===== config.mk =====
export PLATFORM = sky130hd
export DESIGN_NAME = enm_hit_tracker
export DESIGN_NICKNAME = d
export VERILOG_FILES = /design/src/rtl/enm_hit_tracker.sv
export SDC_FILE = /design/constraint.sdc
export NUM_CORES = 1
export LEC_CHECK = 0
export CAP_MARGIN = 25
export CORE_UTILIZATION = 37
export DETAILED_ROUTE_END_ITERATION = 12
export PLACE_DENSITY_LB_ADDON = 0.2
export SYNTH_ARGS = -nofsm -noshare
export SYNTH_HDL_FRONTEND = slang
export SYNTH_SLANG_ARGS = --single-unit

===== constraint.sdc =====
create_clock -name clk_10ms -period 5.3 [get_ports clk_10ms]
set_input_delay 0.53 -clock clk_10ms [delete_from_list [all_inputs] [get_ports clk_10ms]]
set_output_delay 0.53 -clock clk_10ms [all_outputs]
set_load 0.1 [all_outputs]

===== src/rtl/enm_hit_tracker.sv =====
// Hit tracker for four enemies: bullet/hit-box overlap, per-enemy HP with
// post-hit immunity, a priority-resolved hit pulse, saturating score and an all-dead flag.
module enm_hit_tracker #(
    parameter int HP_INIT = 100,
    parameter int DMG     = 5,
    parameter int BOX     = 32,
    parameter int COOL    = 10
) (
    input  logic       clk_10ms,
    input  logic       switch,
    input  logic [9:0] bulletx,
    input  logic [9:0] bullety,
    input  logic       bullet_vld,
    input  logic [9:0] enmx1,
    input  logic [9:0] enmx2,
    input  logic [9:0] enmx3,
    input  logic [9:0] enmx4,
    input  logic [9:0] enmy1,
    input  logic [9:0] enmy2,
    input  logic [9:0] enmy3,
    input  logic [9:0] enmy4,
    output logic [6:0] enmhp1,
    output logic [6:0] enmhp2,
    output logic [6:0] enmhp3,
    output logic [6:0] enmhp4,
    output logic       bullet_hit,
    output logic [7:0] score,
    output logic       clear
);

    typedef enum logic [1:0] {
        ALIVE   = 2'd0,
        COOLING = 2'd1,
        DEAD    = 2'd2
    } state_t;

    localparam int              CW       = (COOL > 1) ? $clog2(COOL) : 1;
    localparam logic [CW-1:0]   CNT_LAST = CW'(COOL - 1);
    localparam logic [6:0]      DMG_V    = 7'(DMG);
    localparam logic [6:0]      HP_V     = 7'(HP_INIT);
    localparam logic [10:0]     BOX_V    = 11'(BOX);

    logic [9:0]    ex_s [4];
    logic [9:0]    ey_s [4];
    state_t        state_r   [4];
    state_t        state_nxt_s [4];
    logic [6:0]    hp_r      [4];
    logic [6:0]    hp_nxt_s  [4];
    logic [6:0]    hp_hit_s  [4];
    logic [CW-1:0] cnt_r     [4];
    logic [CW-1:0] cnt_nxt_s [4];
    logic [3:0]    ovl_s;
    logic [3:0]    acc_s;
    logic [3:0]    win_s;
    logic [3:0]    kill_s;
    logic [8:0]    score_sum_s;
    logic [7:0]    score_nxt_s;
    logic          all_dead_s;

    assign ex_s[0] = enmx1;
    assign ex_s[1] = enmx2;
    assign ex_s[2] = enmx3;
    assign ex_s[3] = enmx4;
    assign ey_s[0] = enmy1;
    assign ey_s[1] = enmy2;
    assign ey_s[2] = enmy3;
    assign ey_s[3] = enmy4;

    assign enmhp1 = hp_r[0];
    assign enmhp2 = hp_r[1];
    assign enmhp3 = hp_r[2];
    assign enmhp4 = hp_r[3];

    // Overlap and hit eligibility; an enemy whose immunity expires on this edge can already be hit.
    always_comb begin
        ovl_s = 4'b0000;
        acc_s = 4'b0000;
        for (int i = 0; i < 4; i++) begin
            ovl_s[i] = bullet_vld
                && ({1'b0, bulletx} >= {1'b0, ex_s[i]})
                && ({1'b0, bulletx} <  ({1'b0, ex_s[i]} + BOX_V))
                && ({1'b0, bullety} >= {1'b0, ey_s[i]})
                && ({1'b0, bullety} <  ({1'b0, ey_s[i]} + BOX_V));
            acc_s[i] = ovl_s[i] && ((state_r[i] == ALIVE)
                || ((state_r[i] == COOLING) && (cnt_r[i] == CNT_LAST)));
        end
    end

    // Lowest-index eligible enemy wins the bullet.
    assign win_s = acc_s & (~acc_s + 4'd1);

    // Per-enemy FSM next state, HP and immunity counter.
    always_comb begin
        for (int i = 0; i < 4; i++) begin
            state_nxt_s[i] = state_r[i];
            hp_nxt_s[i]    = hp_r[i];
            cnt_nxt_s[i]   = cnt_r[i];
            kill_s[i]      = 1'b0;
            if (hp_r[i] > DMG_V) begin
                hp_hit_s[i] = hp_r[i] - DMG_V;
            end else begin
                hp_hit_s[i] = 7'd0;
            end
            if (win_s[i]) begin
                hp_nxt_s[i]    = hp_hit_s[i];
                cnt_nxt_s[i]   = {CW{1'b0}};
                kill_s[i]      = (hp_hit_s[i] == 7'd0);
                state_nxt_s[i] = (hp_hit_s[i] == 7'd0) ? DEAD : COOLING;
            end else begin
                case (state_r[i])
                    ALIVE: begin
                        state_nxt_s[i] = ALIVE;
                    end
                    COOLING: begin
                        if (cnt_r[i] == CNT_LAST) begin
                            state_nxt_s[i] = ALIVE;
                            cnt_nxt_s[i]   = {CW{1'b0}};
                        end else begin
                            cnt_nxt_s[i]   = cnt_r[i] + CW'(1);
                        end
                    end
                    DEAD: begin
                        hp_nxt_s[i] = 7'd0;
                    end
                    default: begin
                        state_nxt_s[i] = DEAD;
                        hp_nxt_s[i]    = 7'd0;
                    end
                endcase
            end
        end
    end

    // Score update with kill bonus and saturation; all-dead detection on next state.
    always_comb begin
        score_sum_s = {1'b0, score} + ((|kill_s) ? 9'd11 : 9'd1);
        if (|win_s) begin
            score_nxt_s = (score_sum_s > 9'd255) ? 8'hFF : score_sum_s[7:0];
        end else begin
            score_nxt_s = score;
        end
        all_dead_s = (state_nxt_s[0] == DEAD) && (state_nxt_s[1] == DEAD)
                  && (state_nxt_s[2] == DEAD) && (state_nxt_s[3] == DEAD);
    end

    // State registers; reset overrides any hit on the same edge.
    always_ff @(posedge clk_10ms) begin
        if (switch) begin
            for (int i = 0; i < 4; i++) begin
                state_r[i] <= ALIVE;
                hp_r[i]    <= HP_V;
                cnt_r[i]   <= {CW{1'b0}};
            end
            bullet_hit <= 1'b0;
            score      <= 8'd0;
            clear      <= 1'b0;
        end else begin
            for (int i = 0; i < 4; i++) begin
                state_r[i] <= state_nxt_s[i];
                hp_r[i]    <= hp_nxt_s[i];
                cnt_r[i]   <= cnt_nxt_s[i];
            end
            bullet_hit <= |win_s;
            score      <= score_nxt_s;
            clear      <= all_dead_s;
        end
    end

endmodule


==> flow_summary.json <==
{
  "fin_worst_skew_ns": 0.00711,
  "cp_slowest_cell": "clkdlybuf4s50_1",
  "hold_viol_final": 0,
  "dp_slack_ns": -0.0545,
  "ys.flop_type": "dfxtp_1",
  "dp.cells": 1314,
  "holdPathStages": 2,
  "synthTopCellsByArea": "ha_1, dfxtp_1, inv_1",
  "fin_cells": 1330,
  "clock-sinks": 62,
  "maxSlewViolCount": 0,
  "ir_drop_uv": 148,
  "cts_buffers": 9,
  "drt.antenna.violating_nets": 0,
  "clk_latency_ns": 0.34,
  "crit_required_ns": 5.54,
  "core_region_area_sq_um": 18700,
  "seq_area_frac_synth_pct": 17.6,
  "drtPass1Iterations": 5,
  "worstSetupStartpointType": "input pin",
  "hpwlAfterDp_um": 16100,
  "fp.dieH_um": 140,
  "synth_cells": 896,
  "antenna_found_initial": 1,
  "mostFrequentLayoutCells": "ha_1, clkdlybuf4s50_1, inv_1, a21oi_1, dfxtp_1",
  "placed_area_sq_um": 9100,
  "initial_utilization_pct": 37.8,
  "syn_area_sq_um": 7060,
  "reg2reg_from": "state_r[0][1]",
  "synthArstFlopShare_pct": 0,
  "path_delay_family": "simple AND/OR/NAND/NOR gates",
  "nets": 1334,
  "rsz0062_at_grt": "no",
  "hold_buffers": 0,
  "worstHoldPathType": "reg -> reg",
  "worst-path-buf-inv": 3,
  "drive_above_1_share_pct": 7.76,
  "crit_path_cell_trace": "clkdlybuf4s50_1, ha_1, nand3_1, xnor2_1, ha_1, a21oi_1, a31oi_1, a211oi_1, nand2_1, or4_4, buf_4, o22ai_1, o21ai_0, buf_4, and2_1, fa_1, nor2b_1, a21o_1, and3_1, nand2_1, a21bo_2, and2_1, a311oi_1",
  "grt_max_degree": 52,
  "yosysTopAreaCell": "ha_1",
  "setup_ws_ns": 0.256,
  "ys_seq_elements": 62,
  "grt_use_met1_pct": 26.1,
  "grt_pass1_vias": 6749,
  "status": "finished, final reports clean",
  "layout_min_cycle_time_ns": 5.04,
  "wire_per_inst_um": 14.5,
  "critPathKind": "in -> reg",
  "io_pins": 141,
  "cts_max_level": 3,
  "power.leakage_nw": 4.18,
  "cp_num_cells": 23,
  "rrSetupSlack_ns": 1.01,
  "post-route-period-util_pct": 95.2,
  "min_to": "cnt_r[2][3]",
  "synth_warnings": 0,
  "tritoncts": "built",
  "tns_ns": 0,
  "r2r_end": "score[4]",
  "cellPowerDensity_nw_per_um2": 192,
  "area_growth_pct": 33.9,
  "cp_max_fo": 6,
  "num_antenna_cells": 0,
  "vias_per_cell": 5.28,
  "stdcell_area_sq_um": 9450,
  "grt_use_met3_pct": 4.31,
  "synth_edf_count": 0,
  "grt_overflow": 0,
  "drv_cap": 0,
  "rows": 50,
  "cpPeakStageDelay_ns": 0.50,
  "synth_nets": 1139,
  "hp-start": "cnt_r[2][3]",
  "routabilityCongestion": 0.856,
  "fmax_ghz": 0.198,
  "cts_buffer_depth": 2,
  "die_w_um": 140,
  "die-area_sq_um": 19600,
  "setup_viol": 0,
  "synth_cell_types": 71,
  "synth_area_per_cell_sq_um": 7.88,
  "grt.busiest_layer": "met2",
  "postCtsSetupBuffers": 0,
  "port_buffers": 140,
  "drc": 0,
  "cts-resized-gates": 0,
  "wirelength_um": 19200,
  "drt_iter0_markers": 301,
  "r2r_cells": 18,
  "vias": 7029,
  "grtUsageMet2_pct": 34.7,
  "power_mw": 1.82,
  "cts.clk_slew.worst_paths_ns": 0.05,
  "grt.total_usage_pct": 20.2,
  "cp-end-kind": "register",
  "root_buffer": "clkbuf_16",
  "relSlewSlack_pct": 34.5,
  "grt_pass1_wl_um": 32100,
  "synth_top_cell_area_share_pct": 24.6,
  "crit_arrival_ns": 5.29,
  "worst_pin_slew_ns": 0.979
}
[cells in the mapped netlist, types with 4 or more instances]
| master | n |
|---|---|
| nor3_1 | 20 |
| nand3b_1 | 11 |
| a21o_1 | 13 |
| ha_1 | 139 |
| a211oi_1 | 14 |
| o21a_1 | 6 |
| and4b_1 | 4 |
| o21ai_0 | 47 |
| nor3b_1 | 9 |
| and2_1 | 6 |
| nor2b_1 | 19 |
| clkbuf_1 | 6 |
| nor2_1 | 59 |
| nand2b_1 | 19 |
| nand4_1 | 13 |
| a21oi_1 | 69 |
| or3_1 | 4 |
| and3_1 | 11 |
| nand2_1 | 42 |
| o21ai_1 | 4 |
| a311oi_1 | 4 |
| o22ai_1 | 4 |
| and4_1 | 4 |
| a2111oi_0 | 4 |
| o211ai_1 | 15 |
| xor2_1 | 7 |
| nand3_1 | 43 |
| xnor2_1 | 34 |
| inv_1 | 113 |
| dfxtp_1 | 62 |
| a211o_1 | 6 |
| nor4_1 | 5 |
| mux2i_1 | 6 |
| a31oi_1 | 13 |
| a311o_1 | 4 |
[per-layer routing]
layer / vias to the layer above / routed length, um
met1: 3201 / 9270
met2: 145 / 8950
met5: - / 12
li1: 3663 / -
met3: 18 / 778
met4: 2 / 208
[cells by family (layout without fill, tap and decap cells)]
family | after synthesis | in the layout | share of synthesized area, %
AOI/OAI and AO/OA | 237 | 237 | 22.6
buffers and inverters | 124 | 324 | 6.86
DFF | 62 | 62 | 17.6
and+or+nand+nor | 285 | 285 | 22.0
xor gates and xnor gates | 41 | 41 | 5.09
muxes | 7 | 7 | 1.01
adders and majority gates | 140 | 140 | 24.9
[state kept, by name, summed over array words and instances, names as in the netlist]
register / flops
score: 8
bullet_hit: 1
cnt_r: 16
state_r: 8
hp_r: 28
clear: 1
[power breakdown]
group	internal, mW	leakage (nW)	switching, mW
Combinational	0.281	3.51	0.349
Sequential	0.481	0.501	0.0171
Clock	0.485	0.170	0.207
[stage by stage]
stage / hold slack [ns] / utilization, %
finish: 0.492 / 50.5
global route: 0.521 / 50.5
CTS: 0.492 / 50.5
detailed placement: 0.484 / 48.7
global placement: 0.475 / 48.7
floorplan: 0.456 / -
[how the worst max path moves through the flow]
stage | start | endpoint
finish | enmy1[6] | score[4]
global route | enmy4[6] | score[4]
CTS | enmy1[6] | score[4]
detailed placement | enmx2[5] | score[4]
global placement | enmx2[5] | score[4]
floorplan | enmx1[5] | score[4]
[worst reg2reg max path, cell delays in order, from the launching register on]
cell	delay, ns
dfxtp_1	0.34
inv_1	0.25
o211ai_1	0.21
a211oi_1	0.32
nand2_1	0.13
or4_4	0.49
buf_4	0.19
o22ai_1	0.15
o21ai_0	0.14
buf_4	0.16
and2_1	0.14
fa_1	0.43
nor2b_1	0.18
a21o_1	0.15
and3_1	0.17
nand2_1	0.06
a21bo_2	0.24
and2_1	0.19
a311oi_1	0.26
[cell type report]
class                   count  area (sq um)
flip-flops and latches     62          1240
well taps                 234           293
inverters                 113           424
clock inverters             3          90.1
multi-input cells         710          5340
repair buffers            195          1810
fillers                  1838          9250
clock buffers              13           260
Power figures use the tool's default switching activity.
